`src/rtl/operand_stage.sv`:
```
// Decode->execute operand stage: builds immediates, selects ALU operands, precomputes the
// branch/jump target and tracks in-flight load destinations for load-use stalls.
module operand_stage #(
    parameter int XLEN       = 64,
    parameter int PEND_DEPTH = 4,
    parameter int CNT_W      = 32
) (
    input  logic              clk,
    input  logic              resetn,
    input  logic              in_valid,
    output logic              in_ready,
    input  logic [31:0]       raw_instr,
    input  logic [XLEN-1:0]   pc,
    input  logic [XLEN-1:0]   rs1_data,
    input  logic [XLEN-1:0]   rs2_data,
    input  logic              uses_rs1,
    input  logic              uses_rs2,
    input  logic [2:0]        imm_fmt,
    input  logic [2:0]        opsel,
    input  logic              is_load,
    input  logic              ld_done,
    input  logic              flush,
    output logic              out_valid,
    input  logic              out_ready,
    output logic [XLEN-1:0]   out_op1,
    output logic [XLEN-1:0]   out_op2,
    output logic [XLEN-1:0]   out_sdata,
    output logic [XLEN-1:0]   out_imm,
    output logic [XLEN-1:0]   out_target,
    output logic [4:0]        out_rd,
    output logic [CNT_W-1:0]  stall_cnt
);

    localparam int PTR_W = $clog2(PEND_DEPTH);
    localparam int OCC_W = PTR_W + 1;

    localparam logic [2:0] FMT_I = 3'd0;
    localparam logic [2:0] FMT_S = 3'd1;
    localparam logic [2:0] FMT_B = 3'd2;
    localparam logic [2:0] FMT_U = 3'd3;
    localparam logic [2:0] FMT_J = 3'd4;

    localparam logic [2:0] SEL_REG   = 3'd0;
    localparam logic [2:0] SEL_RIMM  = 3'd1;
    localparam logic [2:0] SEL_LUI   = 3'd2;
    localparam logic [2:0] SEL_AUIPC = 3'd3;
    localparam logic [2:0] SEL_LINK  = 3'd4;
    localparam logic [2:0] SEL_WSEXT = 3'd5;
    localparam logic [2:0] SEL_WZEXT = 3'd6;

    function automatic logic signed [31:0] imm_gen(input logic [31:0] ins, input logic [2:0] fmt);
        logic signed [31:0] r;
        case (fmt)
            FMT_I:   r = {{20{ins[31]}}, ins[31:20]};
            FMT_S:   r = {{20{ins[31]}}, ins[31:25], ins[11:7]};
            FMT_B:   r = {{19{ins[31]}}, ins[31], ins[7], ins[30:25], ins[11:8], 1'b0};
            FMT_U:   r = {ins[31:12], 12'b0};
            FMT_J:   r = {{11{ins[31]}}, ins[31], ins[19:12], ins[20], ins[30:21], 1'b0};
            default: r = '0;
        endcase
        return r;
    endfunction

    function automatic logic [XLEN-1:0] sext32(input logic [31:0] v);
        logic signed [31:0] s;
        s = signed'(v);
        return XLEN'(s);
    endfunction

    function automatic logic [XLEN-1:0] zext32(input logic [31:0] v);
        return XLEN'(v);
    endfunction

    function automatic logic [CNT_W-1:0] sat_inc(input logic [CNT_W-1:0] c);
        return (&c) ? c : c + 1'b1;
    endfunction

    logic [4:0] rd_idx, rs1_idx, rs2_idx;
    logic       unused_opcode;

    assign rd_idx        = raw_instr[11:7];
    assign rs1_idx       = raw_instr[19:15];
    assign rs2_idx       = raw_instr[24:20];
    assign unused_opcode = ^raw_instr[6:0];

    // ---- p0: combinational decode of the incoming instruction ----
    logic signed [31:0] imm32_p0;
    logic [XLEN-1:0]    imm_p0, target_p0, op1_p0, op2_p0;

    assign imm32_p0  = imm_gen(raw_instr, imm_fmt);
    assign imm_p0    = sext32(imm32_p0);
    assign target_p0 = pc + imm_p0;

    always_comb begin
        op1_p0 = rs1_data;
        op2_p0 = rs2_data;
        case (opsel)
            SEL_RIMM:  begin op1_p0 = rs1_data;          op2_p0 = imm_p0;             end
            SEL_LUI:   begin op1_p0 = '0;                op2_p0 = imm_p0;             end
            SEL_AUIPC: begin op1_p0 = pc;                op2_p0 = imm_p0;             end
            SEL_LINK:  begin op1_p0 = pc;                op2_p0 = XLEN'(3'd4);        end
            SEL_WSEXT: begin op1_p0 = sext32(rs1_data[31:0]); op2_p0 = sext32(rs2_data[31:0]); end
            SEL_WZEXT: begin op1_p0 = zext32(rs1_data[31:0]); op2_p0 = zext32(rs2_data[31:0]); end
            default:   begin op1_p0 = rs1_data;          op2_p0 = rs2_data;           end
        endcase
    end

    // Load-use scoreboard: FIFO of pending load destinations with a per-slot valid bit.
    logic [4:0]            sb_rd [PEND_DEPTH];
    logic [PEND_DEPTH-1:0] sb_vld, sb_vld_nxt;
    logic [PTR_W-1:0]      sb_head, sb_tail;
    logic [OCC_W-1:0]      sb_occ;
    logic                  sb_full, sb_push, sb_pop;
    logic                  hit_rs1, hit_rs2, hazard, ld_block, accept;
    logic                  vld_p1;

    always_comb begin
        hit_rs1 = 1'b0;
        hit_rs2 = 1'b0;
        for (int i = 0; i < PEND_DEPTH; i++) begin
            if (sb_vld[i] && (sb_rd[i] == rs1_idx)) hit_rs1 = 1'b1;
            if (sb_vld[i] && (sb_rd[i] == rs2_idx)) hit_rs2 = 1'b1;
        end
    end

    assign hazard   = (uses_rs1 && (rs1_idx != 5'd0) && hit_rs1) ||
                      (uses_rs2 && (rs2_idx != 5'd0) && hit_rs2);
    assign sb_full  = (sb_occ == OCC_W'(PEND_DEPTH));
    // A full scoreboard only admits a new load if a slot frees up this same cycle.
    assign ld_block = is_load && (rd_idx != 5'd0) && sb_full && !ld_done;
    assign in_ready = !hazard && !ld_block && (!vld_p1 || out_ready) && !flush;
    assign accept   = in_valid && in_ready;
    assign sb_push  = accept && is_load && (rd_idx != 5'd0);
    assign sb_pop   = ld_done && (sb_occ != '0) && !flush;

    always_comb begin
        sb_vld_nxt = sb_vld;
        if (sb_pop)  sb_vld_nxt[sb_head] = 1'b0;
        if (sb_push) sb_vld_nxt[sb_tail] = 1'b1;
    end

    always_ff @(posedge clk or negedge resetn) begin
        if (!resetn) begin
            sb_vld  <= '0;
            sb_head <= '0;
            sb_tail <= '0;
            sb_occ  <= '0;
        end else if (flush) begin
            sb_vld  <= '0;
            sb_head <= '0;
            sb_tail <= '0;
            sb_occ  <= '0;
        end else begin
            sb_vld <= sb_vld_nxt;
            if (sb_pop)  sb_head <= sb_head + 1'b1;
            if (sb_push) sb_tail <= sb_tail + 1'b1;
            case ({sb_push, sb_pop})
                2'b10:   sb_occ <= sb_occ + 1'b1;
                2'b01:   sb_occ <= sb_occ - 1'b1;
                default: sb_occ <= sb_occ;
            endcase
        end
    end

    always_ff @(posedge clk) begin
        if (sb_push) sb_rd[sb_tail] <= rd_idx;
    end

    // ---- p1: registered operands toward execute ----
    logic [XLEN-1:0]  op1_p1, op2_p1, sdata_p1, imm_p1, target_p1;
    logic [4:0]       rd_p1;
    logic [CNT_W-1:0] stall_p1;

    always_ff @(posedge clk or negedge resetn) begin
        if (!resetn) begin
            vld_p1    <= 1'b0;
            op1_p1    <= '0;
            op2_p1    <= '0;
            sdata_p1  <= '0;
            imm_p1    <= '0;
            target_p1 <= '0;
            rd_p1     <= '0;
        end else if (flush) begin
            vld_p1 <= 1'b0;
        end else if (accept) begin
            vld_p1    <= 1'b1;
            op1_p1    <= op1_p0;
            op2_p1    <= op2_p0;
            sdata_p1  <= rs2_data;
            imm_p1    <= imm_p0;
            target_p1 <= target_p0;
            rd_p1     <= rd_idx;
        end else if (out_ready) begin
            vld_p1 <= 1'b0;
        end
    end

    always_ff @(posedge clk or negedge resetn) begin
        if (!resetn) begin
            stall_p1 <= '0;
        end else if (in_valid && !in_ready) begin
            stall_p1 <= sat_inc(stall_p1);
        end
    end

    assign out_valid  = vld_p1;
    assign out_op1    = op1_p1;
    assign out_op2    = op2_p1;
    assign out_sdata  = sdata_p1;
    assign out_imm    = imm_p1;
    assign out_target = target_p1;
    assign out_rd     = rd_p1;
    assign stall_cnt  = stall_p1;

endmodule

```
`config.mk`:
```
export PLATFORM = sky130hd
export DESIGN_NAME = operand_stage
export DESIGN_NICKNAME = d
export VERILOG_FILES = /design/src/rtl/operand_stage.sv
export SDC_FILE = /design/constraint.sdc
export NUM_CORES = 1
export LEC_CHECK = 0
export BUFFER_PORTS_ARGS = -buffer_cell sky130_fd_sc_hd__buf_2
export CORE_AREA = 2 2 232 234
export DETAILED_ROUTE_END_ITERATION = 8
export DIE_AREA = 0 0 234 236
export GPL_TIMING_DRIVEN = 0
export SLEW_MARGIN = 10
export SYNTH_ARGS = -nofsm -noshare
export SYNTH_HDL_FRONTEND = slang
export SYNTH_SLANG_ARGS = --single-unit
```
`constraint.sdc`:
```
create_clock -name clk -period 5.4 [get_ports clk]
set_input_delay 1.08 -clock clk [delete_from_list [all_inputs] [get_ports clk]]
set_output_delay 1.08 -clock clk [all_outputs]
set_load 0.005 [all_outputs]
```
==> results of run 1 <==
==> critical path, cell delays in order <==
cell	delay, ns
buf_2	0.15
clkbuf_1	0.23
nor2_1	0.31
a22oi_1	0.15
o22ai_1	0.71
ha_1	0.43
a21oi_1	0.27
a21oi_1	0.15
o211ai_1	0.21
nand2b_1	0.16
a211oi_2	0.31
o21ai_1	0.19
a31oi_2	0.41
o311ai_0	0.26
xnor2_1	0.32
o21ai_0	0.12
==> cell families (layout without fill, tap and decap cells) <==
| logic type | Yosys count | after routing | synth area share |
|---|---|---|---|
| adder cells (fa/ha/maj) | 74 | 74 | 0.0487 |
| other | 0 | 5 | 0 |
| buffers and inverters | 192 | 848 | 0.0504 |
| multiplexers | 96 | 96 | 0.0567 |
| AND/OR/NAND/NOR | 517 | 517 | 0.122 |
| flip-flops | 357 | 357 | 0.467 |
| XOR/XNOR | 137 | 137 | 0.0625 |
| AO/OA/AOI/OAI | 585 | 585 | 0.193 |
==> through the flow <==
step | total power, uW | setup WS, ns | area (sq um)
finish | 9150 | 0.325 | 24600
global route | 9630 | -0.0605 | 24600
CTS | 9220 | 0.107 | 24600
detailed placement | 6300 | -0.764 | 23200
global placement | 6240 | -3.38 | 23100
floorplan | 4930 | 1.06 | 19300
==> sequential cells by signal, indices dropped and copies added, names as in the netlist <==
register    cells
sb_vld          4
out_valid       1
stall_cnt      32
out_op1        64
sb_head         2
out_sdata      64
out_target     64
out_rd          5
sb_tail         2
out_op2        64
sb_rd          20
out_imm        32
sb_occ          3
==> cell usage after synthesis, types with 10 or more instances <==
cell type	instances
dfrtp_1	337
nand2_1	265
o21ai_0	169
a21oi_1	131
nor2_1	100
mux2_2	84
clkbuf_1	76
ha_1	72
xor2_1	71
a22oi_1	65
xnor2_1	65
a21o_1	51
inv_1	41
o31ai_1	39
a221o_1	33
buf_4	33
nand3_1	33
buf_2	25
edfxtp_1	20
nand4_1	18
and3_1	16
o21ai_1	16
o21bai_1	16
a31oi_1	13
buf_6	13
and2_1	12
nor4_1	12
nor3_1	11
nand2b_1	10
==> repair_timing <==
action	CTS	global route
cloned	1	0
hold buffers	0	0
setup endpoints to repair	1	10
resized for setup	3	10
==> power breakdown <==
group	switching [uW]	internal [uW]	total [uW]	leakage, uW
Combinational	1460	1180	2640	0.00721
Clock	1150	1730	2880	0.000669
Sequential	358	3270	3630	0.00442
==> metal layers <==
layer,share of wire,vias to the layer above
met2,0.49,696
met3,0.062,134
met1,0.41,8793
met5,0.00017,-
met4,0.035,2
li1,-,8250
==> path summary, 6_finish.rpt <==
path	start	end	slack [ns]	cells after the start
setup / recovery	imm_fmt[2]	out_target[62]	0.32	16
min in group clk	out_op1[7]	out_op1[7]	0.47	2
setup reg to reg	sb_rd[0][3]	out_target[59]	1.63	10
hold / removal	resetn	out_sdata[11]	0.42	1
hold reg to reg	out_op1[7]	out_op1[7]	0.47	2
max in group asynchronous	resetn	out_sdata[42]	3.65	3
==> final cells by class <==
class                      count  area (sq um)
antenna                        5          12.5
buffer                       151           823
clock buffer                  59          1200
clock inverter                13           189
fill                        5236         28400
inverter                      41           158
multi-input combinational   1409          9360
sequential                   357          9030
tap                          696           871
timing repair buffer         583          3000
timing repair inverter         1          5.00
==> run_results.csv, run 1 <==
group,metric,value,unit
sta,fin_crit_sh,0.940,
power_and_ir_drop,vdd_drop_max,0.221,mV
route,drt_iter0_drc,1081,
final_layout,syn2layout_area_growth,27.5,%
logic_synthesis,avgSynthCellArea,9.87,sq um
logic_synthesis,synth_warnings,0,
logic_synthesis,synth_top_area_share,0.436,
final_layout,final_common_cell,"buf_2",
worst_setup_path,start_kind,"input port",
final_layout,post_layout_nonfiller_instances,3315,
global_route,gr-usage-met2,0.459,
cts,cts_root_buffer,"clkbuf_16",
cts,cts_inserted_buffers,41,
route,via_per_inst,5.39,
sta,tns,0,ns
worst_setup_path,cp_max_fo,10,
logic_synthesis,syn_nets,2271,
logic_synthesis,synth-seq-area-share,0.467,
floorplanning,die_h,236,um
global_route,antenna_found_initial,6,
final_layout,nets,2898,
global_route,grt_util_met1,0.338,
sta,hold_ws,0.424,ns
cts,post-cts-setup-buffers,0,
placed_design,place_inst,3237,
cts,clock-sinks,357,
sta,setup-violations-final,0,
sta,fmax,0.197,GHz
route,drc_errors,0,
logic_synthesis,synthTopCellsByArea,"dfrtp_1 44%, nand2_1 5.1%, mux2_2 4.9%",
worst_setup_path,arrival,5.48,ns
job,max_cap_viol_count,0,
placed_design,gp_congestion,0.922,
worst_setup_path,crit_path_end_kind,"register",
final_layout,drive_gt1_frac,0.319,
global_route,grt.overflow.total,0,
global_route,grt_pass1_vias,17643,
floorplanning,core-area,53100,sq um
route,firstDrtPassIters,5,
power_and_ir_drop,p_leak,0.0123,uW
cts,htree_levels,2,
global_route,top_usage_layer,"met2",
final_layout,fin_util,0.464,
logic_synthesis,synth_top_area_cell,"dfrtp_1",
floorplanning,initial_utilization,0.364,
placed_design,port_buffers,580,
cts,cts_tree,"built",
logic_synthesis,synthArstFlopShare,0.944,
sta,skew,0.0236,ns
cts,path_clk_slew,0.06,ns
logic_synthesis,synth-main-ff-cell,"dfrtp_1",
power_and_ir_drop,powerDensity,371,nW/um^2
route,wl_per_cell,23.0,um
logic_synthesis,synthDistinctLibCells,76,
sta,period_minus_slack,5.08,ns
run_status,status,"finished, final reports clean",
sta,slew_viol_final,0,
global_route,use_met3,0.0467,
logic_synthesis,ys_ff_latch,357,
floorplanning,die_area,55200,sq um
floorplanning,die_x,234,um
logic_synthesis,synth_edf_count,20,
global_route,gr-usage-all-layers,0.269,
route,vias,17875,
worst_setup_path,critPathKind,"input port to register",
cts,clk_latency,0.58,ns
logic_synthesis,syn_inst,1958,
hold_path,min_path_type,"input port to async pin",
placed_design,dp_hpwl,60.1,mm
cts,cts.path.max_buffers,3,
floorplanning,ios,598,
global_route,grt_max_degree,109,
sta,hold_violations,0,
route,wirelength,76.4,mm
sta,relSlewSlack,0.118,
worst_setup_path,worst_ep_required_time,5.81,ns
sta,worstMarginPinSlew,1.31,ns
final_layout,layout_common_cells,"604 x buf_2, 337 x dfrtp_1, 264 x nand2_1",
global_route,grt_first_pass_wirelength,112,mm
logic_synthesis,synth_area,19300,sq um
floorplanning,fp-row-count,85,
route,antenna_left,0,
No activity file was read; power rests on OpenSTA's default activity.
==> run 2: changes to the inputs <==
--- a/config.mk
+++ b/config.mk
@@ -6,11 +6,12 @@
 export NUM_CORES = 1
 export LEC_CHECK = 0
 export BUFFER_PORTS_ARGS = -buffer_cell sky130_fd_sc_hd__buf_2
-export CORE_AREA = 2 2 232 234
+export CORE_AREA = 2 2 234 236
 export DETAILED_ROUTE_END_ITERATION = 8
-export DIE_AREA = 0 0 234 236
+export DIE_AREA = 0 0 236 238
+export GPL_ROUTABILITY_DRIVEN = 0
 export GPL_TIMING_DRIVEN = 0
-export SLEW_MARGIN = 10
+export SLEW_MARGIN = 40
 export SYNTH_ARGS = -nofsm -noshare
 export SYNTH_HDL_FRONTEND = slang
 export SYNTH_SLANG_ARGS = --single-unit
==> constraint.sdc (replaced) <==
create_clock -name clk -period 4.7 [get_ports clk]
set_input_delay 0.94 -clock clk [delete_from_list [all_inputs] [get_ports clk]]
set_output_delay 0.94 -clock clk [all_outputs]
set_load 0.005 [all_outputs]
==> run 2 against run 1 <==
Flip-flop and latch count unchanged. Clock skew is 0.010 ns lower. Via count is 1.2% higher. Critical endpoint is now out_target[63]. Largest cell class unchanged.
==> run_results.csv, run 2 (synthesized netlist as in run 1, its figures left out) <==
group,metric,value,unit
run_status,status,"finished, final reports clean",
global_route,grt_max_degree,75,
final_layout,final_common_cell,"buf_2",
worst_setup_path,cp_max_fo,10,
placed_design,dp_slack,-1.18,ns
power_and_ir_drop,switching_power,3430,uW
route,firstDrtPassIters,7,
cts,clk_latency,0.56,ns
power_and_ir_drop,combPwrFrac,0.292,
power_and_ir_drop,powerDensity,424,nW/um^2
sta,worst_slack,0.122,ns
cts,clock-sinks,357,
route,drc_errors,0,
global_route,antenna_found_initial,9,
power_and_ir_drop,internal_power,7070,uW
sta,skew,0.0133,ns
global_route,grt_pass1_vias,17749,
placed_design,dp_hpwl,59.9,mm
final_layout,nets,2897,
floorplanning,core-area,53500,sq um
worst_setup_path,start_kind,"input port",
floorplanning,die_area,56200,sq um
global_route,grt_first_pass_wirelength,111,mm
cts,cts-hold-fix-buffers,0,
worst_setup_path,worst_ep_required_time,5.10,ns
sta,slew_viol_final,0,
hold_path,min_path_type,"input port to async pin",
power_and_ir_drop,p_seq_frac,0.398,
cts,path_clk_slew,0.06,ns
floorplanning,die_x,236,um
final_layout,fin_util,0.464,
global_route,gr-usage-all-layers,0.260,
route,vias,18097,
floorplanning,fp-row-count,85,
global_route,grt.overflow.total,0,
floorplanning,die_h,238,um
floorplanning,ios,598,
worst_setup_path,path_cells,"buf_2 -> clkbuf_2 -> nor2_1 -> a221oi_1 -> a21oi_1 -> ha_1 -> inv_1 -> nor4_2 -> nor3_4 -> a2111oi_2 -> o21bai_2 -> buf_4 -> o31ai_4 -> a21o_1 -> a211oi_2 -> xnor2_1 -> o21ai_0",
worst_setup_path,arrival,4.97,ns
final_layout,nFillCells,5148,
worst_setup_path,crit_path_max_incr_delay,0.54,ns
worst_setup_path,worst-path-buf-inv,4,
sta,setup-violations-final,0,
power_and_ir_drop,pwr-share-clk,0.310,
sta,hold_violations,0,
route,wirelength,76.0,mm
cts,cts_tree,"built",
final_layout,drive_gt1_frac,0.331,
sta,relSlewSlack,0.399,
route,drt_iter0_drc,1193,
power_and_ir_drop,p_leak,0.0124,uW
sta,grt_setup_unrepaired,"true",
sta,fin_crit_sh,0.974,
power_and_ir_drop,vdd_drop_max,0.234,mV
worst_setup_path,critical_path.top_delay_family,"compound AO/OA/AOI/OAI gates",
job,max_cap_viol_count,0,
cts,cts_inserted_buffers,40,
worst_setup_path,critPathKind,"input port to register",
cts,htree_levels,2,
final_layout,layout_common_cells,"605 x buf_2, 336 x dfrtp_1, 264 x nand2_1",
cts,cts_root_buffer,"clkbuf_16",
route,antenna_left,0,
cts,cts.path.max_buffers,3,
sta,fmax,0.218,GHz
route,wl_per_cell,22.9,um
worst_setup_path,critical_path.slowest_cell,"a2111oi_2",
sta,worstMarginPinSlew,0.902,ns
power_and_ir_drop,total_power,10500,uW
power_and_ir_drop,switching_share,0.327,
route,via_per_inst,5.46,
sta,period_minus_slack,4.58,ns
final_layout,syn2layout_area_growth,28.3,%
placed_design,port_buffers,580,
worst_setup_path,crit_path_end_kind,"register",
floorplanning,initial_utilization,0.361,
## run 2: changes by cell type in the layout (fill, tap and decap cells not counted), sizes merged
cell / change
buf: +3
clkinv: +3
clkinvlp: -4
clkbuf: -3
bufinv: -1
## run 2: per-stage QoR
| step | hold WS [ns] | cells | TNS, ns | area [sq um] |
|---|---|---|---|---|
| 2_1_floorplan | 0.473 | 1958 | 0 | 19300 |
| 3_3_place_gp | 0.459 | 3234 | -1318.01 | 23100 |
| 3_5_place_dp | 0.461 | 3239 | -17.91 | 23300 |
| 4_1_cts | 0.250 | 3309 | 0 | 24700 |
| 5_1_grt | 0.268 | 3312 | -0.0957 | 24800 |
| 6_report | 0.270 | 3313 | 0 | 24800 |
## run 2: worst register-to-register path, stage by stage (launching register included)
cell      delay [ns]
edfxtp_1        0.43
xor2_1          0.17
nor4_1          0.07
and3_1          0.17
a31oi_1         0.19
a31oi_1         0.21
or4_4           0.57
buf_6           0.19
buf_6           0.19
o21bai_1        0.23
nor2_1          0.08
fa_1            0.41
inv_1           0.07
nor4b_1         0.04
o21bai_2        0.20
xnor2_1         0.14
nor2_1          0.06
## run 2: what timing repair did
action                                  in CTS  in global routing
endpoints found under the setup margin      16                 17
pin swaps                                    0                  1
resized for setup                           14                 22
cloned                                       0                  0
buffers inserted                             0                  1
## run 2: final timing paths
path | start | to | slack, ns | cells past startpoint
max | imm_fmt[2] | out_target[63] | 0.12 | 17
min | resetn | out_sdata[0] | 0.27 | 1
max reg2reg | sb_rd[3][2] | sb_occ[2] | 1.14 | 16
min reg2reg | out_op1[43] | out_op1[43] | 0.47 | 2
max in group asynchronous | resetn | out_op1[40] | 3.33 | 3
min in group clk | out_op1[43] | out_op1[43] | 0.47 | 2
## run 2: area by class of cell
| cell class | instances | area (sq um) | area share |
|---|---|---|---|
| plain buffers | 149 | 826 | 0.0333 |
| well taps | 696 | 871 | 0.0351 |
| repair buffers | 586 | 3060 | 0.123 |
| multi-input cells | 1409 | 9490 | 0.383 |
| clock buffers | 58 | 1210 | 0.0488 |
| clock inverters | 12 | 149 | 0.00600 |
| flip-flops and latches | 357 | 9030 | 0.364 |
| diodes | 5 | 12.5 | 0.000504 |
| inverters | 41 | 154 | 0.00620 |
## run 2: metal layers
metal	part of all wire	routed length [um]	track usage	vias up
met1	0.39	29900	0.313	8875
met2	0.49	37100	0.450	814
met3	0.073	5550	0.0550	165
met5	0.00054	41	0	-
li1	-	-	-	8237
met4	0.046	3460	0.117	6
## run 2: power by group through the flow
stage / Clock [uW] / Sequential, uW / Combinational, uW
3_3_place_gp: 0 / 4180 / 2990
3_5_place_dp: 0 / 4220 / 3050
2_1_floorplan: 0 / 4220 / 1450
5_1_grt: 3460 / 4260 / 3350
6_report: 3250 / 4180 / 3070
4_1_cts: 3330 / 4180 / 3070
==> run 3: changes to the inputs <==
--- a/config.mk
+++ b/config.mk
@@ -5,10 +5,11 @@
 export SDC_FILE = /design/constraint.sdc
 export NUM_CORES = 1
 export LEC_CHECK = 0
+export ABC_AREA = 1
 export BUFFER_PORTS_ARGS = -buffer_cell sky130_fd_sc_hd__buf_2
-export CORE_AREA = 2 2 234 236
+export CORE_AREA = 2 2 233 235
 export DETAILED_ROUTE_END_ITERATION = 8
-export DIE_AREA = 0 0 236 238
+export DIE_AREA = 0 0 235 237
 export GPL_ROUTABILITY_DRIVEN = 0
 export GPL_TIMING_DRIVEN = 0
 export SLEW_MARGIN = 40
==> run 3 against run 2 <==
Cell count rose by 25%. Cell area rose by 5.2%. Core utilization rose by 2.6 points. Clock skew rose by 0.017 ns. Global-route usage rose by 5.8 points. Non-clock buffer count fell by 7. Synthesized cell count rose by 41%. Count of clock-buffer cells in the layout rose by 2. Hold slack improved by 0.069 ns. Register-to-register slack improved by 0.82 ns. Die area fell by 0.84%. Highest routed layer unchanged.
==> run_results.csv, run 3 <==
group,metric,value,unit
global_route,gr-usage-met2,0.528,
logic_synthesis,synthDistinctLibCells,39,
logic_synthesis,synth.most_common_cell,"nand2_1",
sta,skew,0.0299,ns
final_layout,layout_common_cells,"869 x nand2_1, 631 x buf_2, 336 x dfrtp_1",
sta,hold_violations,0,
placed_design,dp_slack,-0.239,ns
cts,cts.path.max_buffers,3,
sta,worst_slack,0.177,ns
sta,fmax,0.221,GHz
logic_synthesis,avgSynthCellArea,7.50,sq um
worst_setup_path,worst_ep_required_time,5.15,ns
power_and_ir_drop,p_leak,0.0136,uW
placed_design,dp_hpwl,74.1,mm
logic_synthesis,synth-seq-area-share,0.435,
global_route,grt_first_pass_wirelength,134,mm
cts,clock-sinks,357,
logic_synthesis,synth-main-ff-cell,"dfrtp_1",
floorplanning,core-area,53300,sq um
worst_setup_path,critical_path.slowest_cell,"o21ai_0",
cts,clk_latency,0.59,ns
route,via_per_inst,5.43,
power_and_ir_drop,vdd_drop_max,0.251,mV
logic_synthesis,synth_top_area_cell,"dfrtp_1",
floorplanning,die_x,235,um
global_route,grt_pass1_vias,21545,
final_layout,nFillCells,5368,
sta,grt_setup_unrepaired,"false",
floorplanning,die_h,237,um
cts,htree_levels,2,
logic_synthesis,syn_inst,2768,
final_layout,final_common_cell,"nand2_1",
worst_setup_path,worst-path-buf-inv,4,
cts,cts-hold-fix-buffers,0,
cts,cts_tree,"built",
worst_setup_path,critical_path.top_delay_family,"compound AO/OA/AOI/OAI gates",
global_route,grt.overflow.total,0,
sta,slew_viol_final,0,
logic_synthesis,ys_ff_latch,357,
global_route,use_met3,0.0551,
logic_synthesis,synthTopCellsByArea,"dfrtp_1 41%, nand2_1 16%, nor2_1 5.3%",
job,max_cap_viol_count,0,
route,antenna_left,0,
cts,cts_root_buffer,"clkbuf_16",
worst_setup_path,start_kind,"input port",
worst_setup_path,cp_max_fo,6,
route,drc_errors,0,
route,firstDrtPassIters,6,
cts,cts_inserted_buffers,41,
floorplanning,fp-row-count,85,
sta,worstMarginPinSlew,0.898,ns
route,wirelength,91.4,mm
placed_design,place_area,24700,sq um
sta,setup-violations-final,0,
sta,relSlewSlack,0.395,
floorplanning,die_area,55700,sq um
run_status,status,"finished, final reports clean",
worst_setup_path,crit_path_max_incr_delay,0.56,ns
final_layout,fin_area,26100,sq um
global_route,grt_max_degree,73,
logic_synthesis,synth_warnings,0,
worst_setup_path,critPathKind,"input port to register",
floorplanning,initial_utilization,0.389,
logic_synthesis,synth_area,20800,sq um
global_route,top_usage_layer,"met2",
logic_synthesis,syn_nets,3081,
final_layout,drive_gt1_frac,0.224,
global_route,grt_util_met1,0.410,
logic_synthesis,synthArstFlopShare,0.944,
placed_design,port_buffers,587,
logic_synthesis,synth_common_cells,"869 x nand2_1, 337 x dfrtp_1, 291 x nor2_1, 238 x inv_1, 163 x a21oi_1",
route,drt_iter0_drc,1892,
power_and_ir_drop,powerDensity,382,nW/um^2
final_layout,nets,3717,
sta,period_minus_slack,4.52,ns
sta,fin_crit_sh,0.962,
worst_setup_path,path_cells,"buf_2 -> nor2_1 -> inv_1 -> o21ai_0 -> inv_1 -> o21ai_0 -> ha_1 -> nand2_1 -> o21ai_0 -> a21oi_1 -> o21ai_0 -> inv_1 -> nand2_1 -> a21boi_0 -> a21oi_1 -> o21ai_0 -> nand2_1",
route,wl_per_cell,22.1,um
global_route,antenna_found_initial,7,
route,vias,22456,
global_route,gr-usage-all-layers,0.318,
logic_synthesis,synth_top_area_share,0.406,
cts,cts_resized,0,
final_layout,syn2layout_area_growth,25.7,%
floorplanning,ios,598,
worst_setup_path,crit_path_end_kind,"register",
worst_setup_path,reg2reg_setup_slack,1.96,ns
cts,path_clk_slew,0.06,ns
worst_setup_path,crit_top_cell,"o21ai_0",
logic_synthesis,synth_edf_count,20,
hold_path,min_path_type,"input port to async pin",
worst_setup_path,arrival,4.98,ns
sta,hold_ws,0.339,ns
-- run 3: cell type report --
| type | count | area (sq um) | area share |
|---|---|---|---|
| Clock buffer | 60 | 1190 | 0.0455 |
| Tap cell | 696 | 871 | 0.0334 |
| Buffer | 135 | 783 | 0.0300 |
| Inverter | 241 | 905 | 0.0347 |
| Multi-Input combinational cell | 2035 | 10100 | 0.385 |
| Timing Repair Buffer | 593 | 3090 | 0.119 |
| Sequential cell | 357 | 9030 | 0.346 |
| Antenna cell | 5 | 12.5 | 0.000480 |
| Clock inverter | 12 | 149 | 0.00571 |
-- run 3: per-layer routing --
metal / share of wire / vias up
met3: 0.076 / 234
met5: 0.00032 / -
met4: 0.049 / 4
met2: 0.47 / 1112
li1: - / 10344
met1: 0.41 / 10762
-- run 3: cell families after synthesis --
kind of cell,after synthesis,share of synthesized area
AND/OR/NAND/NOR,1358,0.261
flip-flops,357,0.435
XOR/XNOR,70,0.0295
buffers and inverters,376,0.0812
AO/OA/AOI/OAI,533,0.148
adder cells (fa/ha/maj),74,0.0453
-- run 3: repair_timing --
| action | in CTS | in global routing |
|---|---|---|
| endpoints found under the setup margin | 0 | 1 |
| buffers inserted | 0 | 1 |
| endpoints found under the hold margin | 0 | 0 |
-- run 3: metrics by stage --
stage | TNS (ns) | util | power [uW] | cells
floorplan | 0 | - | 5240 | 2768
global placement | -1387.86 | 0.461 | 6630 | 4051
detailed placement | -0.977 | 0.464 | 6690 | 4056
CTS | 0 | 0.489 | 9980 | 4128
global route | 0 | 0.490 | 10400 | 4132
finish | 0 | 0.490 | 9970 | 4134
-- run 3: worst register-to-register path: stages, from the launching register on --
cell      delay (ns)
edfxtp_1        0.43
o21ai_0         0.25
nor2_1          0.10
nand3_1         0.10
nand2_1         0.09
o21bai_1        0.20
nand4_1         0.27
nand2_1         0.24
inv_1           0.08
fa_1            0.38
xnor2_1         0.22
inv_1           0.06
nand3_1         0.07
nand2_1         0.06
inv_1           0.04
nand2_1         0.04
nand2_1         0.07
-- run 3: path summary, 6_finish.rpt --
path	startpoint	end	cells after the start
worst max-delay path	imm_fmt[0]	out_target[37]	17
worst max register to register	sb_rd[0][0]	sb_occ[2]	16
worst min register to register	out_sdata[8]	out_sdata[8]	2
max in group asynchronous	resetn	out_op1[21]	2
min in group clk	out_sdata[8]	out_sdata[8]	2
worst min-delay path	resetn	out_op2[43]	1
-- run 3: power by group --
group          switching (uW)  internal, uW  leakage, uW
clock network            1370          1920     0.000657
registers                 363          3610      0.00440
logic                    1670          1050      0.00851
total                    3400          6570       0.0136
